### config.mk
export PLATFORM = sky130hd
export DESIGN_NAME = epp_bus_bridge
export DESIGN_NICKNAME = d
export VERILOG_FILES = /design/src/rtl/epp_bus_bridge.sv
export SDC_FILE = /design/constraint.sdc
export NUM_CORES = 1
export LEC_CHECK = 0
export CORE_MARGIN = 5
export CORE_UTILIZATION = 30
export CTS_CLUSTER_DIAMETER = 60
export DETAILED_ROUTE_END_ITERATION = 10
export PLACE_DENSITY = 0.52
export SLEW_MARGIN = 20
export SYNTH_ARGS = -nofsm -noshare
export SYNTH_HDL_FRONTEND = slang
export SYNTH_SLANG_ARGS = --single-unit
### constraint.sdc
create_clock -name CLK_IN -period 2.7 [get_ports CLK_IN]
set_clock_uncertainty 0.05 [all_clocks]
set_input_delay 0.27 -clock CLK_IN [delete_from_list [all_inputs] [get_ports CLK_IN]]
set_output_delay 0.27 -clock CLK_IN [all_outputs]
set_load 0.05 [all_outputs]
### src/rtl/epp_bus_bridge.sv
// -----------------------------------------------------------------------------
// epp_bus_bridge
//
// EPP slave sitting behind the USB controller's EPP port. Host EPP address
// cycles load or return an 8-bit address register. Host EPP data cycles become
// single-beat transfers on the internal 8-bit register bus (CYC/STB/WE/ACK).
// There are no tristates here; the parent drives USB_DATA from
// EPP_DATA_OUT whenever EPP_DATA_OE_OUT is high.
//
// Parameters
//   SYNC_STAGES     flops per strobe/direction synchroniser (>= 2)
//   TIMEOUT_CYCLES  clocks spent in BUS without ACK before the transfer is
//                   aborted (1..255)
//   AUTO_INC        1: address + 1 after every data cycle, 0: address held
//
// Ports
//   CLK_IN           in   system clock
//   RST_N_IN         in   asynchronous active-low reset
//   EPP_ASTB_IN      in   EPP address strobe, active-low, asynchronous
//   EPP_DSTB_IN      in   EPP data strobe, active-low, asynchronous
//   EPP_WRITE_IN     in   EPP direction, 0 = host write, 1 = host read
//   EPP_DATA_IN      in   [7:0] EPP data from the pins
//   EPP_DATA_OUT     out  [7:0] EPP read data to the pins
//   EPP_DATA_OE_OUT  out  1 = parent drives USB_DATA with EPP_DATA_OUT
//   EPP_WAIT_OUT     out  EPP wait, 1 = cycle complete
//   BUS_CYC_OUT      out  register bus cycle
//   BUS_STB_OUT      out  register bus strobe (same as CYC)
//   BUS_WE_OUT       out  1 = register write
//   BUS_ADR_OUT      out  [7:0] register address
//   BUS_DAT_WR_OUT   out  [7:0] register write data
//   BUS_DAT_RD_IN    in   [7:0] register read data, sampled on the ACK cycle
//   BUS_ACK_IN       in   single-cycle acknowledge
//   ERR_OUT          out  sticky bus-timeout flag, cleared only by reset
// -----------------------------------------------------------------------------
module epp_bus_bridge #(
  parameter int SYNC_STAGES    = 2,
  parameter int TIMEOUT_CYCLES = 255,
  parameter bit AUTO_INC       = 1'b1
) (
  input  logic       CLK_IN,
  input  logic       RST_N_IN,
  input  logic       EPP_ASTB_IN,
  input  logic       EPP_DSTB_IN,
  input  logic       EPP_WRITE_IN,
  input  logic [7:0] EPP_DATA_IN,
  output logic [7:0] EPP_DATA_OUT,
  output logic       EPP_DATA_OE_OUT,
  output logic       EPP_WAIT_OUT,
  output logic       BUS_CYC_OUT,
  output logic       BUS_STB_OUT,
  output logic       BUS_WE_OUT,
  output logic [7:0] BUS_ADR_OUT,
  output logic [7:0] BUS_DAT_WR_OUT,
  input  logic [7:0] BUS_DAT_RD_IN,
  input  logic       BUS_ACK_IN,
  output logic       ERR_OUT
);

  typedef enum logic [1:0] {
    ST_IDLE = 2'd0,
    ST_BUS  = 2'd1,
    ST_HOLD = 2'd2
  } state_t;

  // The counter starts at 0 on entry to BUS and advances once per BUS clock,
  // so reaching TIMEOUT_CYCLES-1 without ACK means CYC has been high for
  // exactly TIMEOUT_CYCLES clocks.
  localparam logic [7:0] TIMEOUT_LAST = 8'(TIMEOUT_CYCLES - 1);
  localparam logic [7:0] ADDR_STEP    = {7'd0, AUTO_INC};

  // ---------------------------------------------------------------------------
  // Synchronisers. Strobes idle high, so they reset to 1 to avoid a phantom
  // strobe right after reset. EPP_DATA_IN is not synchronised: the host holds
  // it stable for as long as a strobe is low.
  // ---------------------------------------------------------------------------
  logic [SYNC_STAGES-1:0] r_astb_sync;
  logic [SYNC_STAGES-1:0] r_dstb_sync;
  logic [SYNC_STAGES-1:0] r_wr_sync;

  // NOTE: clocked state is always assigned with <= so every flop samples the
  // pre-edge value of its neighbours; blocking = here would collapse the chain.
  always_ff @(posedge CLK_IN or negedge RST_N_IN) begin
    if (!RST_N_IN) begin
      r_astb_sync <= '1;
      r_dstb_sync <= '1;
      r_wr_sync   <= '1;
    end else begin
      r_astb_sync <= {r_astb_sync[SYNC_STAGES-2:0], EPP_ASTB_IN};
      r_dstb_sync <= {r_dstb_sync[SYNC_STAGES-2:0], EPP_DSTB_IN};
      r_wr_sync   <= {r_wr_sync[SYNC_STAGES-2:0], EPP_WRITE_IN};
    end
  end

  logic w_as;
  logic w_ds;
  logic w_wr;

  assign w_as = r_astb_sync[SYNC_STAGES-1];
  assign w_ds = r_dstb_sync[SYNC_STAGES-1];
  assign w_wr = r_wr_sync[SYNC_STAGES-1];

  // ---------------------------------------------------------------------------
  // Registered state and outputs
  // ---------------------------------------------------------------------------
  state_t     r_state;
  logic       r_hs;       // strobe being served: 0 = ASTB, 1 = DSTB
  logic [7:0] r_addr;
  logic [7:0] r_cnt;
  logic [7:0] r_dout;
  logic       r_oe;
  logic       r_wait;
  logic       r_cyc;
  logic       r_we;
  logic [7:0] r_adr;
  logic [7:0] r_dat_wr;
  logic       r_err;

  state_t     w_state_nxt;
  logic       w_hs_nxt;
  logic [7:0] w_addr_nxt;
  logic [7:0] w_cnt_nxt;
  logic [7:0] w_dout_nxt;
  logic       w_oe_nxt;
  logic       w_wait_nxt;
  logic       w_cyc_nxt;
  logic       w_we_nxt;
  logic [7:0] w_adr_nxt;
  logic [7:0] w_dat_wr_nxt;
  logic       w_err_nxt;

  logic       w_timeout;
  logic       w_bus_done;
  logic       w_hs_released;

  // ACK wins over a timeout that terminates on the same clock.
  assign w_timeout     = (r_cnt == TIMEOUT_LAST);
  assign w_bus_done    = BUS_ACK_IN || w_timeout;
  assign w_hs_released = r_hs ? w_ds : w_as;

  // ---------------------------------------------------------------------------
  // State register (also holds every registered output)
  // ---------------------------------------------------------------------------
  always_ff @(posedge CLK_IN or negedge RST_N_IN) begin
    if (!RST_N_IN) begin
      r_state  <= ST_IDLE;
      r_hs     <= 1'b0;
      r_addr   <= '0;
      r_cnt    <= '0;
      r_dout   <= '0;
      r_oe     <= 1'b0;
      r_wait   <= 1'b0;
      r_cyc    <= 1'b0;
      r_we     <= 1'b0;
      r_adr    <= '0;
      r_dat_wr <= '0;
      r_err    <= 1'b0;
    end else begin
      r_state  <= w_state_nxt;
      r_hs     <= w_hs_nxt;
      r_addr   <= w_addr_nxt;
      r_cnt    <= w_cnt_nxt;
      r_dout   <= w_dout_nxt;
      r_oe     <= w_oe_nxt;
      r_wait   <= w_wait_nxt;
      r_cyc    <= w_cyc_nxt;
      r_we     <= w_we_nxt;
      r_adr    <= w_adr_nxt;
      r_dat_wr <= w_dat_wr_nxt;
      r_err    <= w_err_nxt;
    end
  end

  // ---------------------------------------------------------------------------
  // Next-state logic
  // ---------------------------------------------------------------------------
  // NOTE: the default assignment at the top of a combinational block is what
  // keeps it free of inferred latches when a branch leaves a signal untouched.
  always_comb begin
    w_state_nxt = r_state;
    unique case (r_state)
      ST_IDLE: begin
        // Address strobe has priority over data strobe.
        if (!w_as)      w_state_nxt = ST_HOLD;
        else if (!w_ds) w_state_nxt = ST_BUS;
      end
      ST_BUS: begin
        if (w_bus_done) w_state_nxt = ST_HOLD;
      end
      ST_HOLD: begin
        // New strobes are only looked at from IDLE, so a strobe held low
        // keeps us here with WAIT asserted.
        if (w_hs_released) w_state_nxt = ST_IDLE;
      end
      default: w_state_nxt = ST_IDLE;
    endcase
  end

  // ---------------------------------------------------------------------------
  // Output / datapath logic: next values of the registered outputs
  // ---------------------------------------------------------------------------
  always_comb begin
    w_hs_nxt     = r_hs;
    w_addr_nxt   = r_addr;
    w_cnt_nxt    = r_cnt;
    w_dout_nxt   = r_dout;
    w_oe_nxt     = r_oe;
    w_wait_nxt   = r_wait;
    w_cyc_nxt    = r_cyc;
    w_we_nxt     = r_we;
    w_adr_nxt    = r_adr;
    w_dat_wr_nxt = r_dat_wr;
    w_err_nxt    = r_err;

    unique case (r_state)
      ST_IDLE: begin
        if (!w_as) begin
          w_hs_nxt   = 1'b0;
          w_wait_nxt = 1'b1;
          if (!w_wr) begin
            w_addr_nxt = EPP_DATA_IN;
          end else begin
            w_dout_nxt = r_addr;
            w_oe_nxt   = 1'b1;
          end
        end else if (!w_ds) begin
          w_hs_nxt     = 1'b1;
          w_cyc_nxt    = 1'b1;
          w_we_nxt     = ~w_wr;
          w_adr_nxt    = r_addr;
          w_dat_wr_nxt = EPP_DATA_IN;
          w_cnt_nxt    = '0;
        end
      end

      ST_BUS: begin
        // Direction was captured into r_we on entry; wr/ds changes here are
        // deliberately ignored.
        if (w_bus_done) begin
          w_cyc_nxt  = 1'b0;
          w_we_nxt   = 1'b0;
          w_wait_nxt = 1'b1;
          w_addr_nxt = r_addr + ADDR_STEP;
          if (!r_we) begin
            // OE rises with WAIT so read data is valid when the host sees WAIT.
            w_oe_nxt   = 1'b1;
            w_dout_nxt = BUS_ACK_IN ? BUS_DAT_RD_IN : 8'hFF;
          end
          if (!BUS_ACK_IN) w_err_nxt = 1'b1;
        end else begin
          w_cnt_nxt = r_cnt + 8'd1;
        end
      end

      ST_HOLD: begin
        if (w_hs_released) begin
          w_wait_nxt = 1'b0;
          w_oe_nxt   = 1'b0;
        end
      end

      default: ;
    endcase
  end

  // ---------------------------------------------------------------------------
  // Port drive
  // ---------------------------------------------------------------------------
  assign EPP_DATA_OUT    = r_dout;
  assign EPP_DATA_OE_OUT = r_oe;
  assign EPP_WAIT_OUT    = r_wait;
  assign BUS_CYC_OUT     = r_cyc;
  assign BUS_STB_OUT     = r_cyc;
  assign BUS_WE_OUT      = r_we;
  assign BUS_ADR_OUT     = r_adr;
  assign BUS_DAT_WR_OUT  = r_dat_wr;
  assign ERR_OUT         = r_err;

endmodule
==> impl_metrics.prom <==
# TYPE chip_impl_metric gauge
chip_impl_info{name="result_of_the_run",value="finished, final reports clean"} 1
chip_impl_metric{name="mappedNetlistArea",unit="µm²"} 2550
chip_impl_metric{name="worst-slew-pin-transition",unit="ps"} 639
chip_impl_metric{name="post_synth_inst_count",unit=""} 233
chip_impl_metric{name="yosys_register_bits",unit=""} 54
chip_impl_metric{name="clkSinkCount",unit=""} 54
chip_impl_info{name="startpoint_type",value="flop"} 1
chip_impl_metric{name="ctsResizeCount",unit=""} 0
chip_impl_metric{name="instance_area_at_placement",unit="µm²"} 3200
chip_impl_info{name="critical_path.reg2reg.startpoint",value="r_cnt[0]"} 1
chip_impl_metric{name="cts_made_buffers",unit=""} 5
chip_impl_metric{name="antenna_violations_before_repair",unit=""} 0
chip_impl_metric{name="die_x",unit="µm"} 102
chip_impl_info{name="clock_root_buffer",value="clkbuf_8"} 1
chip_impl_metric{name="worst_ep_required_time",unit="ps"} 2850
chip_impl_metric{name="cts.clk_slew.worst_paths",unit="ps"} 100
chip_impl_metric{name="syn_to_layout_area_delta",unit="%"} 30.2
chip_impl_metric{name="nets_final",unit=""} 312
chip_impl_metric{name="synth-edff-count",unit=""} 0
chip_impl_metric{name="cp.arrival",unit="ps"} 2220
chip_impl_metric{name="antenna-diode-count",unit=""} 0
chip_impl_metric{name="totalWireLength",unit="µm"} 6580
chip_impl_metric{name="viasPerCell",unit=""} 5.20
chip_impl_info{name="crit_path_top_delay_cell",value="a211oi_4"} 1
chip_impl_metric{name="p_per_area",unit="nW/µm²"} 1210
chip_impl_metric{name="wirelength_met1",unit="µm"} 3300
chip_impl_metric{name="peakVddDrop",unit="V"} 0.000650
chip_impl_metric{name="ys_warn_count",unit=""} 0
chip_impl_metric{name="placementRows",unit=""} 33
chip_impl_metric{name="timing.max_cap.violations",unit=""} 0
chip_impl_metric{name="post-dp-hpwl",unit="µm"} 4720
chip_impl_metric{name="first_pass_iters",unit=""} 4
chip_impl_metric{name="maxSlewViolCount",unit=""} 0
chip_impl_metric{name="die_span_y",unit="µm"} 102
chip_impl_metric{name="portBuffers",unit=""} 51
chip_impl_metric{name="synth-async-reset-ratio",unit=""} 1.00
chip_impl_metric{name="global_route_wire_length_before_repair",unit="µm"} 10700
chip_impl_metric{name="worst_skew_pair_later_pin_latency",unit="ps"} 310
chip_impl_info{name="highest-signal-layer",value="met4"} 1
chip_impl_info{name="timing_worst_setup_path_type",value="reg2reg"} 1
chip_impl_metric{name="synthesized_nets",unit=""} 258
chip_impl_metric{name="r2r_setup_slack",unit="ps"} 630
chip_impl_metric{name="leakagePower",unit="nW"} 1.37
chip_impl_metric{name="minimum_period_implied_by_the_final_worst_setup_slack",unit="ps"} 2070
chip_impl_metric{name="cts_post_setup_buffers_inserted",unit=""} 0
chip_impl_metric{name="dieArea",unit="µm²"} 10400
chip_impl_metric{name="via_count",unit=""} 2044
chip_impl_metric{name="ctsLongestPathBuffers",unit=""} 2
chip_impl_metric{name="netlist.area_leader.share",unit=""} 0.471
chip_impl_info{name="synthTopCellsByArea",value="dfrtp_1, mux2_2, dfstp_2, a31oi_1, o21ai_0"} 1
chip_impl_info{name="hp-class",value="reg2reg"} 1
chip_impl_metric{name="antenna_left",unit=""} 0
chip_impl_metric{name="setup_viol",unit=""} 0
chip_impl_metric{name="fin_tns_setup",unit="ps"} 0
chip_impl_metric{name="syn_area_per_cell",unit="µm²"} 10.9
chip_impl_metric{name="num_io_pins",unit=""} 52
chip_impl_metric{name="slowest_delay",unit="ps"} 510
chip_impl_metric{name="place.gp.congestion",unit=""} 0.825
chip_impl_metric{name="worst_slew_margin_rel",unit=""} 0.574
chip_impl_metric{name="worstPathMaxFanout",unit=""} 9
chip_impl_info{name="launch_instance_of_the_worst_min_delay_path",value="r_wr_sync[0]"} 1
chip_impl_info{name="cp-end-kind",value="flop"} 1
chip_impl_metric{name="overflow",unit=""} 0
chip_impl_metric{name="finish.instance_area",unit="µm²"} 3320
chip_impl_info{name="postSynth.topFlopCell",value="dfrtp_1"} 1
chip_impl_metric{name="grt_max_degree",unit=""} 29
chip_impl_metric{name="drt_iter0_drc",unit=""} 75
chip_impl_metric{name="fraction_of_final_layout_cells_with_drive_strength_greater_than_1",unit=""} 0.188
chip_impl_metric{name="core_area",unit="µm²"} 8260
chip_impl_metric{name="synth_cell_types",unit=""} 49
chip_impl_info{name="synth_top_area_cell",value="dfrtp_1"} 1
chip_impl_metric{name="track_usage",unit=""} 0.131
chip_impl_metric{name="hold_viol_final",unit=""} 0
chip_impl_metric{name="grt_pass1_vias",unit=""} 2081
chip_impl_info{name="worstPathCellList",value="inv_1, ha_1, and3_2, a21oi_4, a211oi_4, mux2_2"} 1
chip_impl_metric{name="routed_wire_length_per_instance",unit="µm"} 16.7
chip_impl_metric{name="min_period_over_period",unit=""} 0.768
chip_impl_metric{name="drt_drc_violations_left",unit=""} 0
chip_impl_metric{name="routed-wl-met3",unit="µm"} 401
chip_impl_info{name="startpoint",value="r_cnt[0]"} 1
chip_impl_info{name="clock_tree_from_tritoncts",value="built"} 1
chip_impl_metric{name="max_clock_freq",unit="MHz"} 482
chip_impl_info{name="setup_repair_after_global_routing_missed_its_margin",value="false"} 1
chip_impl_metric{name="htreeDepth",unit=""} 2
chip_impl_metric{name="initial_core_util",unit=""} 0.309
chip_impl_metric{name="seq_area_frac_synth",unit=""} 0.533
chip_impl_metric{name="met2RoutedLength",unit="µm"} 2820
==> registers in the layout, summed over array words and instances, names as in the netlist, 2 cells and up <==
name and count:
BUS_ADR_OUT 8, BUS_DAT_WR_OUT 8, EPP_DATA_OUT 8, r_addr 8
r_astb_sync 2, r_cnt 8, r_dstb_sync 2, r_state 2
r_wr_sync 2
==> Yosys cell counts, types with 3 or more instances <==
cell type,number
ha_1,3
inv_1,14
nand4_1,3
nand2b_1,3
nand2_1,8
a21oi_1,8
nor3_1,4
buf_2,5
o21ai_0,14
nand3_1,6
a211o_1,3
clkbuf_1,6
dfstp_2,6
o22ai_1,4
a31oi_1,14
nor2_1,17
and3_1,4
o31ai_1,3
dfrtp_1,48
mux2_2,25
==> cell usage in the layout (no fill, tap or decap), types with 3 or more instances in the layout <==
cell | Yosys | layout
nor2_1 | 17 | 17
clkbuf_8 | 0 | 5
o22ai_1 | 4 | 4
nand2b_1 | 3 | 3
inv_1 | 14 | 14
o31ai_1 | 3 | 3
o21ai_0 | 14 | 14
dfstp_2 | 6 | 6
clkdlybuf4s50_1 | 0 | 50
ha_1 | 3 | 3
a21oi_1 | 8 | 8
and3_1 | 4 | 4
a211o_1 | 3 | 3
mux2_2 | 25 | 25
nand4_1 | 3 | 3
buf_4 | 1 | 7
dfrtp_1 | 48 | 48
a31oi_1 | 14 | 14
nor3_1 | 4 | 4
nand3_1 | 6 | 6
nand2_1 | 8 | 8
==> cell type report <==
class	count	area (µm²)
Timing Repair Buffer	60	588
Tap cell	105	131
Clock inverter	3	40.0
Sequential cell	54	1360
Clock buffer	5	68.8
Inverter	14	52.6
Multi-Input combinational cell	152	1080
Fill cell	827	4940
==> through the flow <==
step	total power, mW	cells	utilization	worst slack, ps	hold slack (ps)
after floorplan	2.79	233	-	845	-75.6
after global placement	3.49	384	0.387	641	296
after detailed placement	3.51	384	0.387	610	290
after CTS	4.07	393	0.402	608	301
after global routing	4.25	393	0.402	521	299
final	4.02	393	0.402	627	310
==> critical path, delay by kind of cell (launching register included) <==
kind	cells	cell delay, ps
muxes	1	400
adders and majority gates	1	160
DFF	1	430
and+or+nand+nor	1	230
AOI/OAI and AO/OA	2	610
buffers and inverters	1	70
==> cells by family after synthesis <==
kind of cell,after synthesis,share of synthesized area
AO/OA/AOI/OAI,65,0.176
adder cells (fa/ha/maj),3,0.0147
buffers and inverters,27,0.0437
flip-flops,54,0.533
multiplexers,26,0.114
AND/OR/NAND/NOR,58,0.118
==> layer usage <==
| metal | track usage | vias up |
|---|---|---|
| li1 | - | 963 |
| met1 | 0.194 | 1007 |
| met2 | 0.187 | 68 |
| met3 | 0.0403 | 6 |
| met4 | 0.0323 | 0 |
| met5 | 0 | - |
==> where the power goes <==
part	total, mW	internal, mW	switching (mW)
clock	0.542	0.273	0.268
sequential	1.43	1.11	0.320
combinational	2.05	0.805	1.25
total	4.02	2.19	1.83
==> path summary, 6_finish.rpt <==
kind                                         to  cells after the start
worst min-delay path               r_wr_sync[1]                      0
max in group asynchronous          r_wr_sync[1]                      3
worst min register to register     r_wr_sync[1]                      0
worst max-delay path            EPP_DATA_OUT[3]                      6
worst max register to register  EPP_DATA_OUT[3]                      6
min in group asynchronous       EPP_DATA_OUT[4]                      2
==> repair_timing <==
action	CTS	global route
endpoints found under the setup margin	0	0
endpoints found under the hold margin	25	0
hold buffers	1	0
(Power assumes the default switching activity.)
